File: config.mk
export PLATFORM = sky130hd
export DESIGN_NAME = hazard_control_unit
export DESIGN_NICKNAME = d
export VERILOG_FILES = /design/src/rtl/pipeline_pkg.sv /design/src/rtl/hazard_perf_counter.sv /design/src/rtl/hazard_control_unit.sv
export SDC_FILE = /design/constraint.sdc
export NUM_CORES = 1
export LEC_CHECK = 0
export ABC_AREA = 1
export BUFFER_PORTS_ARGS = -buffer_cell sky130_fd_sc_hd__buf_4
export CAP_MARGIN = 25
export CORE_ASPECT_RATIO = 1.25
export CORE_UTILIZATION = 50
export DETAILED_ROUTE_END_ITERATION = 8
export GPL_ROUTABILITY_DRIVEN = 1
export PLACE_DENSITY = 0.87
export SLEW_MARGIN = 40
export SYNTH_ARGS = -nofsm -noshare
export SYNTH_HDL_FRONTEND = slang
export SYNTH_SLANG_ARGS = --single-unit
export TNS_END_PERCENT = 5
File: constraint.sdc
create_clock -name clk -period 1.6 [get_ports clk]
set_input_delay 0.24 -clock clk [delete_from_list [all_inputs] [get_ports clk]]
set_output_delay 0.24 -clock clk [all_outputs]
set_load 0.02 [all_outputs]
File: src/rtl/pipeline_pkg.sv
// Shared pipeline definitions: hazard FSM states, control bundle, default widths.
package pipeline_pkg;

    localparam int          REG_ADDR_W_DEF = 5;
    localparam logic [31:0] NOP            = 32'h00000013;  // addi x0, x0, 0

    typedef enum logic [1:0] {
        RUN      = 2'd0,
        MC_WAIT  = 2'd1,
        MEM_WAIT = 2'd2
    } hcu_state_e;

    typedef struct packed {
        logic pc_stall;
        logic if_id_stall;
        logic if_id_flush;
        logic id_ex_stall;
        logic id_ex_flush;
        logic ex_mem_stall;
        logic ex_mem_flush;
    } hcu_ctrl_t;

endpackage

File: src/rtl/hazard_perf_counter.sv
// Saturating event counter, increments once per enabled cycle and sticks at all-ones.
module hazard_perf_counter #(
    parameter int CNT_W = 32
) (
    input  logic             clk,
    input  logic             reset_n,
    input  logic             en_i,
    output logic [CNT_W-1:0] count_o
);

    localparam logic [CNT_W-1:0] CNT_ONE = {{(CNT_W-1){1'b0}}, 1'b1};

    logic [CNT_W-1:0] count_q;

    always_ff @(posedge clk or negedge reset_n) begin
        if (!reset_n) begin
            count_q <= '0;
        end else if (en_i && (count_q != '1)) begin
            count_q <= count_q + CNT_ONE;
        end
    end

    assign count_o = count_q;

endmodule

File: src/rtl/hazard_control_unit.sv
// Pipeline hazard controller: memory wait > multi-cycle wait > mispredict > load-use.
// Controls are combinational from state and inputs; stall/flush cycles are counted.
module hazard_control_unit
    import pipeline_pkg::*;
#(
    parameter int REG_ADDR_W = REG_ADDR_W_DEF,
    parameter int CNT_W      = 32
) (
    input  logic                  clk,
    input  logic                  reset_n,
    input  logic [REG_ADDR_W-1:0] id_rs1_i,
    input  logic [REG_ADDR_W-1:0] id_rs2_i,
    input  logic                  id_uses_rs1_i,
    input  logic                  id_uses_rs2_i,
    input  logic [REG_ADDR_W-1:0] ex_rd_i,
    input  logic                  ex_mem_read_i,
    input  logic                  ex_mispredict_i,
    input  logic                  ex_mc_start_i,
    input  logic                  mc_done_i,
    input  logic                  mem_req_i,
    input  logic                  dmem_ready_i,
    output logic                  pc_stall_o,
    output logic                  if_id_stall_o,
    output logic                  if_id_flush_o,
    output logic                  id_ex_stall_o,
    output logic                  id_ex_flush_o,
    output logic                  ex_mem_stall_o,
    output logic                  ex_mem_flush_o,
    output logic [CNT_W-1:0]      stall_count_o,
    output logic [CNT_W-1:0]      flush_count_o
);

    localparam hcu_ctrl_t CTRL_MEM = '{pc_stall: 1'b1, if_id_stall: 1'b1, id_ex_stall: 1'b1,
                                       ex_mem_stall: 1'b1, default: 1'b0};
    localparam hcu_ctrl_t CTRL_MC  = '{pc_stall: 1'b1, if_id_stall: 1'b1, id_ex_stall: 1'b1,
                                       ex_mem_flush: 1'b1, default: 1'b0};
    localparam hcu_ctrl_t CTRL_MIS = '{if_id_flush: 1'b1, id_ex_flush: 1'b1, default: 1'b0};
    localparam hcu_ctrl_t CTRL_LU  = '{pc_stall: 1'b1, if_id_stall: 1'b1, id_ex_flush: 1'b1,
                                       default: 1'b0};

    hcu_state_e state_q, state_d;
    logic       mc_pend_q, mc_pend_d;
    hcu_ctrl_t  ctrl;
    logic       mem_block;
    logic       mc_active;
    logic       load_use;

    assign mem_block = mem_req_i && !dmem_ready_i;
    // A memory wait can interrupt a multi-cycle wait; mc_pend_q remembers to resume it.
    assign mc_active = (state_q == MC_WAIT) || ((state_q == MEM_WAIT) && mc_pend_q);
    assign load_use  = ex_mem_read_i && (ex_rd_i != '0) &&
                       ((id_uses_rs1_i && (id_rs1_i == ex_rd_i)) ||
                        (id_uses_rs2_i && (id_rs2_i == ex_rd_i)));

    always_comb begin
        ctrl      = '0;
        state_d   = state_q;
        mc_pend_d = mc_pend_q;
        if (mem_block) begin
            ctrl      = CTRL_MEM;
            state_d   = MEM_WAIT;
            mc_pend_d = mc_active;
        end else if (mc_active) begin
            mc_pend_d = 1'b0;
            if (!mc_done_i) begin
                ctrl    = CTRL_MC;
                state_d = MC_WAIT;
            end else begin
                state_d = RUN;
            end
        end else begin
            mc_pend_d = 1'b0;
            state_d   = RUN;
            if (ex_mc_start_i && !mc_done_i) begin
                ctrl    = CTRL_MC;
                state_d = MC_WAIT;
            end else if (ex_mispredict_i) begin
                ctrl = CTRL_MIS;
            end else if (load_use) begin
                ctrl = CTRL_LU;
            end
        end
    end

    always_ff @(posedge clk or negedge reset_n) begin
        if (!reset_n) begin
            state_q   <= RUN;
            mc_pend_q <= 1'b0;
        end else begin
            state_q   <= state_d;
            mc_pend_q <= mc_pend_d;
        end
    end

    // Outputs are forced low the instant reset asserts, not at the next edge.
    assign pc_stall_o     = reset_n && ctrl.pc_stall;
    assign if_id_stall_o  = reset_n && ctrl.if_id_stall;
    assign if_id_flush_o  = reset_n && ctrl.if_id_flush;
    assign id_ex_stall_o  = reset_n && ctrl.id_ex_stall;
    assign id_ex_flush_o  = reset_n && ctrl.id_ex_flush;
    assign ex_mem_stall_o = reset_n && ctrl.ex_mem_stall;
    assign ex_mem_flush_o = reset_n && ctrl.ex_mem_flush;

    hazard_perf_counter #(.CNT_W(CNT_W)) u_stall_cnt (
        .clk     (clk),
        .reset_n (reset_n),
        .en_i    (pc_stall_o),
        .count_o (stall_count_o)
    );

    hazard_perf_counter #(.CNT_W(CNT_W)) u_flush_cnt (
        .clk     (clk),
        .reset_n (reset_n),
        .en_i    (if_id_flush_o),
        .count_o (flush_count_o)
    );

endmodule

==> key figures <==
Worst setup path
  • CP Launch Point: state_q[0]
  • Critical Path AT: around 1.7 ns
  • Crit path launch type: flop
  • Setup CP Type: flop to output port
  • Reg2Reg Capture Point: u_stall_cnt.count_o[13]
  • R2R setup slack: -0.26 ns
  • Max FO, Critical Path: 4
  • Worst Reg-to-Reg Cells: 14
  • CP endpoint: if_id_stall_o
  • Crit end category: output port
  • Worst EP required: between 1 and 1.5 ns
  • Reg-to-Reg Start: state_q[0]

Floorplanning
  • Die Height: 109 µm
  • Core area: just under 0.009 mm²
  • Width of the die: 87.7 µm
  • # rows: 38
  • Die Area: 0.00958 mm²
  • Effective utilization at floorplan: 52.2%
  • Io pins: 96

Clock network
  • Number of buffers on the longest clock path: 2
  • CTS tree: yes
  • CTS buffer count: 9
  • Clk_lat worst skew: roughly 0.37 ns
  • CTS root buf: clkbuf_8
  • CTS Sinks: between 60 and 70
  • H-tree levels: 3
  • CTS clk-pin slew, worst paths: 0.08 ns

Global route
  • Total track usage: 36.1%
  • Initial antenna violation count: 0
  • First-pass GRT wire length: ~26 mm
  • Pin count of the biggest net entering global routing: 41
  • Number of global-route vias before repair: between 5,000 and 6,000
  • Total gr overflow: 0

Placed design
  • Placer Congestion: ~1
  • I/O Buffers: 95
  • Placed cells: a little over 1,000
  • DP Area: 0.00627 mm²
  • Place WS: -0.170 ns
  • HPWL Detailed: approximately 12 mm

Outcome
  • Failing checks: hold timing, setup timing
  • Status: finished with violations

Final layout
  • Finished Layout Cells: between 1,000 and 1,500
  • # fillers: about 620
  • Layout cells sized above 1: between 30% and 40%
  • Area grow syn2layout: 47.1%
  • Total Nets Final: between 900 and 1,000
  • Final instance area: roughly 0.0068 mm²
  • Layout Utilization: approximately 77%
  • ANT cells: 0

Timing
  • Fmax: between 500 and 600 MHz
  • Fin crit period: between 1.5 and 2 ns
  • Hold Vio Cnt, Final: 1
  • Setup TNS: -7.79 ns
  • Setup WS post-layout: -0.365 ns
  • WHS: -0.00140 ns
  • RSZ-0062 raised after global routing: yes
  • Worst Clk Skew: 0.0108 ns
  • Worst Tran Pin Value: ~0.53 ns
  • Max-slew violation count: 0
  • Slew margin rel.: between 60% and 70%
  • Fin crit share: 123%
  • Final Setup Violations: 51

Drt
  • Vias: roughly 5,700
  • Via density: between 5 and 6
  • DR WL/cell: 15.7 µm
  • Final wirelength: approximately 16 mm
  • Drt pass-1 iters: 5
  • Number of remaining DRC errors: 0
  • ANT nets after route: 0
  • Initial DRC count: around 330

Synth
  • Post-synthesis register bit count: 67
  • Cells after synthesis: 710
  • Sequential share of the synthesized area: between 30 and 40%
  • Synthesized cell area: 0.00459 mm²
  • Synth top area cells: dfrtp_1 (37%), nand2_1 (25%), nor2_1 (6.5%)
  • Syn Nets: 737
  • Syn. warnings: 0
  • Avg Inst Size Synth: 6.47 µm²
  • Netlist cell types: 26
  • Cell taking the most area after synthesis: dfrtp_1
  • Area share of the largest cell type after synthesis: 36.5%

Power and ir drop
  • Design Power: slightly above 5 mW
  • Net Sw Power: 1.73 mW
  • Logic pwr share: 33.2%
  • Clock network power share: between 20% and 30%
  • Flop pwr share: between 30 and 40%
  • Sw Ratio: approximately 34%
  • Pwr/cell area: 753 mW/mm²
  • LEAKAGE: approximately 3.4 nW
  • Pint: about 3.4 mW
  • Maximum vdd drop: a little under 0.0007 V

Worst hold path
  • Hold Path Class: primary input to asynchronous set/reset pin

Job
  • Max cap viols: 0
[layer usage]
metal  part of all wire, %  wire length, µm  global-route usage [%]
met1                    35             5810                    38.2
met2                    52             8500                    64.1
met3                   6.5             1060                    6.21
met4                   6.1             1010                    25.2
met5                     0                0                       0
[worst max-delay path, cell delays in order, from the launching register on]
cell and delay (ns):
dfrtp_1 0.37, inv_2 0.09, nand3_2 0.09, o21ai_4 0.11, nand2_2 0.11, o21ai_2 0.10
nand2_1 0.09, nand2_2 0.09, nand2_4 0.07, buf_6 0.13, buf_6 0.12
[worst min-delay path by stage]
stage,startpoint,end,slack (ns),depth (start not counted)
after floorplan,reset_n,mc_pend_q,-0.06,0
after global placement,reset_n,u_stall_cnt.count_o[6],0.31,2
after detailed placement,reset_n,u_stall_cnt.count_o[8],0.32,2
after CTS,reset_n,u_flush_cnt.count_o[7],0.005,2
after global routing,reset_n,u_stall_cnt.count_o[11],0.05,2
final,reset_n,u_flush_cnt.count_o[7],-0.001,2
[registers in the layout (all words and copies together) (netlist names)]
signal	count
u_stall_cnt.count_o	32
state_q	2
u_flush_cnt.count_o	32
mc_pend_q	1
[cells by family (layout without fill, tap and decap cells)]
kind of cell | Yosys count | after routing | share of synthesized area [%]
AOI/OAI and AO/OA | 19 | 19 | 2.07
and+or+nand+nor | 504 | 504 | 46.3
xor gates and xnor gates | 34 | 34 | 6.48
DFF | 67 | 67 | 36.5
buffers and inverters | 84 | 295 | 8.06
adders and majority gates | 2 | 2 | 0.545
[power by group through the flow]
| stage | logic [mW] | clock network, mW | registers, mW |
|---|---|---|---|
| floorplan | 0.515 | 0 | 2.21 |
| global placement | 1.48 | 0 | 2.00 |
| detailed placement | 1.54 | 0 | 2.01 |
| CTS | 1.60 | 1.42 | 1.98 |
| global route | 1.82 | 1.50 | 2.01 |
| finish | 1.69 | 1.41 | 1.99 |
[cell usage after synthesis]
cell and count:
o21ai_1 6, nand3b_1 17, ha_1 2, nor2_1 80, nand4_2 1, buf_2 6, o21ai_0 12, buf_6 5
nor2_2 3, nor3b_1 1, nor3_4 1, nand3_1 55, buf_4 2, xnor2_1 10, nand4_1 10, inv_1 68
nand2_1 306, clkbuf_1 1, xor2_1 24, nand2_4 1, a21oi_1 1, nor3_1 27, nand2_2 2, buf_1 1
inv_4 1, dfrtp_1 67
[repair_timing]
| action | in CTS | in global routing |
|---|---|---|
| endpoints found under the setup margin | 68 | 70 |
| buffers inserted | 3 | 2 |
| endpoints found under the hold margin | 27 | 0 |
| gates resized for setup | 35 | 29 |
| pin swaps | 10 | 20 |
| hold buffers | 1 | 0 |
[cell usage in the layout (no fill, tap or decap), drive strengths merged]
cell and instances:
inv 69, nand3b 17, xor2 24, dlygate4sd3 1
a21oi 1, nand4 11, xnor2 10, bufinv 1
ha 2, clkinv 2, nor3 28, nand3 55
nor2 83, buf 210, nor3b 1, dfrtp 67
clkbuf 12, nand2 309, o21ai 18
[final cells by class]
cell class	count	area, µm²	share of cell area (%)
clock buffer	12	145	2.15
clock inverter	3	40.0	0.592
inverter	69	267	3.94
multi-input combinational	559	2790	41.3
sequential	67	1680	24.9
tap	120	150	2.22
timing repair buffer	211	1680	24.9
(Power assumes the default switching activity.)
